File: src/rtl/traffic_intersection_ctrl.sv
// traffic_intersection_ctrl
// N-approach traffic-light controller: sensor-driven round-robin service,
// min/max green with extension while a vehicle is present, a latched
// pedestrian walk phase, and a night flash mode.
//
// Ports:
//   clk         system clock, rising edge
//   reset       asynchronous active-high reset
//   sensor      per-approach vehicle present (level)
//   ped_req     pedestrian request (pulse, latched internally)
//   flash_mode  night flash request (level)
//   light       per-approach code in [2i+1:2i]: 00 red, 01 green, 10 yellow, 11 dark
//   walk        pedestrian walk lamp
//   active_dir  approach currently or last served
module traffic_intersection_ctrl #(
    parameter int unsigned N_DIR     = 2,
    parameter int unsigned CNT_W     = 8,
    parameter int unsigned GREEN_MIN = 4,
    parameter int unsigned GREEN_MAX = 10,
    parameter int unsigned YELLOW_T  = 2,
    parameter int unsigned ALLRED_T  = 1,
    parameter int unsigned PED_T     = 3,
    parameter int unsigned FLASH_T   = 2
) (
    input  logic                                     clk,
    input  logic                                     reset,
    input  logic [N_DIR-1:0]                         sensor,
    input  logic                                     ped_req,
    input  logic                                     flash_mode,
    output logic [2*N_DIR-1:0]                       light,
    output logic                                     walk,
    output logic [((N_DIR > 1) ? $clog2(N_DIR) : 1)-1:0] active_dir
);

    localparam int unsigned DIR_W = (N_DIR > 1) ? $clog2(N_DIR) : 1;
    localparam int unsigned EL_W  = CNT_W + 1;
    localparam int          ND    = int'(N_DIR);

    localparam logic [DIR_W-1:0] LAST_DIR = DIR_W'(N_DIR - 1);

    localparam logic [1:0] L_RED    = 2'b00;
    localparam logic [1:0] L_GREEN  = 2'b01;
    localparam logic [1:0] L_YELLOW = 2'b10;
    localparam logic [1:0] L_DARK   = 2'b11;

    localparam logic [EL_W-1:0] EL_ALLRED = EL_W'(ALLRED_T);
    localparam logic [EL_W-1:0] EL_GMIN   = EL_W'(GREEN_MIN);
    localparam logic [EL_W-1:0] EL_GMAX   = EL_W'(GREEN_MAX);
    localparam logic [EL_W-1:0] EL_YELLOW = EL_W'(YELLOW_T);
    localparam logic [EL_W-1:0] EL_PED    = EL_W'(PED_T);
    localparam logic [EL_W-1:0] EL_FLASH  = EL_W'(FLASH_T);

    typedef enum logic [2:0] {
        S_ALLRED = 3'd0,
        S_GREEN  = 3'd1,
        S_YELLOW = 3'd2,
        S_WALK   = 3'd3,
        S_FLASH  = 3'd4
    } state_t;

    state_t             state, state_n;
    logic [CNT_W-1:0]   tmr, tmr_n, tmr_inc;
    logic [EL_W-1:0]    elapsed;
    logic [DIR_W-1:0]   dir_n, next_dir;
    logic               ped_pending, ped_n;
    logic               phase, phase_n;
    logic [2*N_DIR-1:0] light_n;
    logic               walk_n;
    logic               own_sensor, other_demand;

    // Saturating phase timer; elapsed counts the current cycle too
    always_comb begin
        tmr_inc = (tmr == {CNT_W{1'b1}}) ? tmr : tmr + CNT_W'(1);
        elapsed = {1'b0, tmr} + EL_W'(1);
    end

    // Demand classification and circular search for the next sensed approach
    always_comb begin
        int best_d;
        int d;
        own_sensor   = 1'b0;
        other_demand = ped_pending;
        next_dir     = DIR_W'((int'(active_dir) + 1) % ND);
        best_d       = ND + 1;
        d            = 0;
        for (int i = 0; i < ND; i++) begin
            // distance after active_dir; the active approach itself is last
            d = (i + ND - int'(active_dir)) % ND;
            if (d == 0) d = ND;
            if (sensor[i]) begin
                if (d == ND) own_sensor = 1'b1;
                else         other_demand = 1'b1;
                if (d < best_d) begin
                    best_d   = d;
                    next_dir = DIR_W'(i);
                end
            end
        end
    end

    // Next-state logic and output decode of the next state
    always_comb begin
        state_n = state;
        tmr_n   = tmr_inc;
        dir_n   = active_dir;
        ped_n   = ped_pending | (ped_req && (state != S_WALK));
        phase_n = phase;
        light_n = '0;
        walk_n  = 1'b0;

        case (state)
            S_ALLRED: begin
                if (elapsed >= EL_ALLRED) begin
                    tmr_n = '0;
                    if (flash_mode) begin
                        state_n = S_FLASH;
                        phase_n = 1'b0;
                    end else if (ped_pending) begin
                        state_n = S_WALK;
                        ped_n   = 1'b0;
                    end else begin
                        state_n = S_GREEN;
                        dir_n   = next_dir;
                    end
                end
            end
            S_GREEN: begin
                if ((elapsed >= EL_GMIN) &&
                    (flash_mode ||
                     (other_demand && (!own_sensor || (elapsed >= EL_GMAX))))) begin
                    state_n = S_YELLOW;
                    tmr_n   = '0;
                end
            end
            S_YELLOW: begin
                if (elapsed >= EL_YELLOW) begin
                    state_n = S_ALLRED;
                    tmr_n   = '0;
                end
            end
            S_WALK: begin
                if (elapsed >= EL_PED) begin
                    tmr_n = '0;
                    if (flash_mode) begin
                        state_n = S_FLASH;
                        phase_n = 1'b0;
                    end else begin
                        state_n = S_GREEN;
                        dir_n   = next_dir;
                    end
                end
            end
            S_FLASH: begin
                // flash_mode is only honoured at half-period boundaries
                if (elapsed >= EL_FLASH) begin
                    tmr_n = '0;
                    if (!flash_mode) begin
                        state_n = S_ALLRED;
                        phase_n = 1'b0;
                    end else begin
                        phase_n = ~phase;
                    end
                end
            end
            default: begin
                state_n = S_ALLRED;
                tmr_n   = '0;
            end
        endcase

        for (int i = 0; i < ND; i++) begin
            case (state_n)
                S_GREEN:  light_n[2*i +: 2] = (i == int'(dir_n)) ? L_GREEN : L_RED;
                S_YELLOW: light_n[2*i +: 2] = (i == int'(dir_n)) ? L_YELLOW : L_RED;
                S_FLASH:  light_n[2*i +: 2] = phase_n ? L_DARK : L_YELLOW;
                default:  light_n[2*i +: 2] = L_RED;
            endcase
        end
        walk_n = (state_n == S_WALK);
    end

    // State and registered outputs
    always_ff @(posedge clk or posedge reset) begin
        if (reset) begin
            state       <= S_ALLRED;
            tmr         <= '0;
            active_dir  <= LAST_DIR;
            ped_pending <= 1'b0;
            phase       <= 1'b0;
            light       <= '0;
            walk        <= 1'b0;
        end else begin
            state       <= state_n;
            tmr         <= tmr_n;
            active_dir  <= dir_n;
            ped_pending <= ped_n;
            phase       <= phase_n;
            light       <= light_n;
            walk        <= walk_n;
        end
    end

endmodule

File: config.mk
export PLATFORM = sky130hd
export DESIGN_NAME = traffic_intersection_ctrl
export DESIGN_NICKNAME = d
export VERILOG_FILES = /design/src/rtl/traffic_intersection_ctrl.sv
export SDC_FILE = /design/constraint.sdc
export NUM_CORES = 1
export LEC_CHECK = 0
export BUFFER_PORTS_ARGS = -buffer_cell sky130_fd_sc_hd__buf_2
export CAP_MARGIN = 20
export CORE_UTILIZATION = 53
export DETAILED_ROUTE_END_ITERATION = 12
export PLACE_DENSITY = 0.75
export SLEW_MARGIN = 25
export SYNTH_ARGS = -nofsm -noshare
export SYNTH_HDL_FRONTEND = slang
export SYNTH_SLANG_ARGS = --single-unit
File: constraint.sdc
create_clock -name clk -period 2.7 [get_ports clk]
set_clock_uncertainty 0.2 [all_clocks]
set_input_delay 0.27 -clock clk [delete_from_list [all_inputs] [get_ports clk]]
set_output_delay 0.27 -clock clk [all_outputs]
set_load 0.05 [all_outputs]
==> metrics.md <==
| Metric | Value |
|---|---|
| Outcome | `completed` |
| Via count of the first global-routing pass | `1242` |
| Total number of clock tree sinks | `19` |
| # H-tree levels | `1` |
| Number of buffers inserted by port buffering | `11` |
| Area of all sequential standard cells | `483 sq um` |
| Per-cell via count in the routed design | `6.50` |
| Main area contributors after synthesis | `dfrtp_1, inv_1, a21oi_1` |
| Slowest stage delay, CP | `470 ps` |
| Netlist area before placement | `1340 sq um` |
| Effective utilization at floorplan | `58.4%` |
| Insertion delay to the later sink of the worst-skew pair | `310 ps` |
| Iteration-0 DRC count of the detailed router | `81` |
| Count leader, synth | `dfrtp_1` |
| Syn Nets | `161` |
| Layout Nets | `189` |
| Area of all placed cells without fillers | `1700 sq um` |
| Cell type contributing the most total cell area after synthesis | `dfrtp_1` |
| Worst hold-check path type | `in -> reg` |
| Fraction of final layout cells sized beyond drive strength 1 | `36.3%` |
| Area of the die | `2740 sq um` |
| Number of top-level pins | `12` |
| Post-synth ARST share | `100%` |
| Period utilization | `98.8%` |
| Slowest CP cell | `dfrtp_2` |
| Slew Viols, Final | `0` |
| Area taken by multi-input logic gates | `898 sq um` |
| Number of storage elements in the synthesis netlist | `19` |
| Worst setup EP type | `flop` |
| Clock tree from TritonCTS | `done` |
| Wire length of the first global-routing pass | `5460 um` |
| Remaining design rule violation count | `0` |
| Number of inserted diodes | `0` |
| Max cap viols | `0` |
| RSZ-0062 raised after global routing | `yes` |
| CORE AREA | `2300 sq um` |
| Largest driver fanout on the critical path | `6` |
| Synthesized instance count | `152` |
| Number of enable flip-flop cells after synthesis | `0` |
| Sequential share of the synthesized area | `35.5%` |
| Cts bufs inserted | `3` |
| Worst Max-Slew Pin Slew | `744 ps` |
| Area growth from synthesis to final layout | `27.1%` |
| Share of the synthesized area in the top cell type | `33.6%` |
| Maximum number of pins on one net before global-route repair | `20` |
| Routed wire length | `3510 um` |
| Number of different library cells in the post-synthesis netlist | `54` |
| Maximum clock rate | `375 MHz` |
| Maximum vdd drop | `0.000736 V` |
| Slew margin rel. | `50.4%` |
| Count of placed standard cells in the final layout, fillers left out | `207` |
| Number of placed instances, taps included | `199` |
| Number of core rows | `17` |
| Final Critical Period | `2670 ps` |
| DR WL/cell | `16.9 um` |
| Synth top cells by count | `dfrtp_1, inv_1, nand2_1` |
| Type of the worst setup path | `reg -> reg` |
| Final Hold Viols | `0` |
| Maximum buffer depth of the clock tree | `2` |
| Detailed-route via count | `1346` |
| Pwr per Cell Area | `1060 nW/um^2` |
| Half-perimeter wire length after placement | `2410 um` |
| Final total power | `1.80 mW` |
| Overall track demand over capacity in global routing | `27.6%` |
| Area after DPL | `1520 sq um` |
| Overall die width | `52.3 um` |
| Arr. time, crit path | `2710 ps` |
| 1st-pass router iterations | `6` |
| Warnings from Yosys | `0` |
| Initial antenna violation count | `0` |
| Post-route ant nets | `0` |
| Fill cell count | `169` |
| Sum of overflow across all layers after global routing | `0` |
| Cell-by-cell trace of the critical path | `ha_4 > nor2_1 > or4b_4 > a21o_1 > a22o_1 > a2111o_1 > a311o_1 > o21ai_1` |
| Routability cong. | `0.890` |
| Count of final setup violators | `0` |
| Required time at the worst-slack endpoint | `2750 ps` |
| Root buf cell | `clkbuf_4` |
| Setup TNS Final | `0 ps` |
| P_leak | `0.754 nW` |
| Chip height | `52.3 um` |
| Clock-pin slew on the worst setup and hold paths | `110 ps` |
| Critical Path Source Type | `flop` |
| Main flop type after synthesis | `dfrtp_1` |
| Mean cell area of the mapped netlist | `8.82 sq um` |
metrics by stage:
step	setup slack [ps]	util (%)	hold slack (ps)
global placement	47.3	66.2	213
finish	32.6	74.2	17.1
floorplan	-16.2	-	20.3
detailed placement	-56.7	66.2	237
global route	-46.9	74.2	26.0
CTS	34.8	69.7	2.33
logic make-up (layout without fill, tap and decap cells):
kind of cell               Yosys count  after routing  synth area share (%)
and+or+nand+nor                     55             55                  23.1
AOI/OAI and AO/OA                   49             49                  27.6
DFF                                 19             19                  35.5
buffers and inverters               19             46                  5.97
xor gates and xnor gates             4              4                  2.61
adders and majority gates            3              3                  2.80
muxes                                3              3                  2.33
report_power, final:
| part | total [mW] | internal [mW] | switching (mW) |
|---|---|---|---|
| combinational | 1.17 | 0.517 | 0.652 |
| sequential | 0.484 | 0.376 | 0.108 |
| clock | 0.149 | 0.0553 | 0.0940 |
| total | 1.80 | 0.949 | 0.854 |
routing by layer:
layer | track usage [%] | routed length (um)
met3 | 4.93 | 337
met1 | 38.8 | 1510
met4 | 9.21 | 45
met2 | 42.4 | 1620
met5 | 0 | 0
final timing paths:
kind                        startpoint          end  slack, ps  cells past startpoint
max                             tmr[1]     light[2]         30                      8
min                            ped_req  ped_pending         20                      3
max reg2reg                     tmr[1]     light[2]         30                      8
min reg2reg                ped_pending         walk        380                      1
max in group asynchronous        reset       tmr[1]       1360                      3
min in group asynchronous        reset  ped_pending        420                      3
layout make-up:
type	instances	share of cell area, %
Inverter	11	2.42
Clock inverter	1	0.294
Clock buffer	3	1.32
Sequential cell	19	28.3
Tap cell	28	2.06
Timing Repair Buffer	31	12.8
Multi-Input combinational cell	114	52.7
state kept, by name (all words and copies together), names as in the netlist:
| name | cells |
|---|---|
| tmr | 8 |
| light | 4 |
| state | 3 |
| active_dir | 1 |
| ped_pending | 1 |
| phase | 1 |
| walk | 1 |
critical path, delay by kind of cell, from the launching register on:
| kind | cells | cell delay, ps |
|---|---|---|
| AO/OA/AOI/OAI | 5 | 1200 |
| AND/OR/NAND/NOR | 2 | 540 |
| flip-flops | 1 | 470 |
| adder cells (fa/ha/maj) | 1 | 200 |
layout by cell type, fill, tap and decap left out, types with 3 or more instances in the layout:
cell / Yosys / routed
buf_4: 1 / 16
dfrtp_1: 18 / 13
buf_2: 4 / 11
inv_1: 11 / 10
nand2_1: 9 / 9
nor2_1: 8 / 8
nand3_1: 8 / 7
a21oi_1: 8 / 6
nand2b_1: 6 / 6
and2_1: 5 / 5
dfrtp_2: 0 / 5
o21ai_0: 4 / 4
a21o_1: 4 / 4
xnor2_1: 4 / 4
nand4_1: 3 / 3
nor4_1: 3 / 3
a21boi_2: 0 / 3
clkbuf_4: 0 / 3
buf_6: 0 / 3
timing repair:
action,in CTS,in global routing
resized for setup,9,20
endpoints found under the hold margin,18,0
hold buffers,1,0
endpoints found under the setup margin,9,11
pin swaps,2,5
buffers inserted,1,2
(Power assumes the default switching activity.)
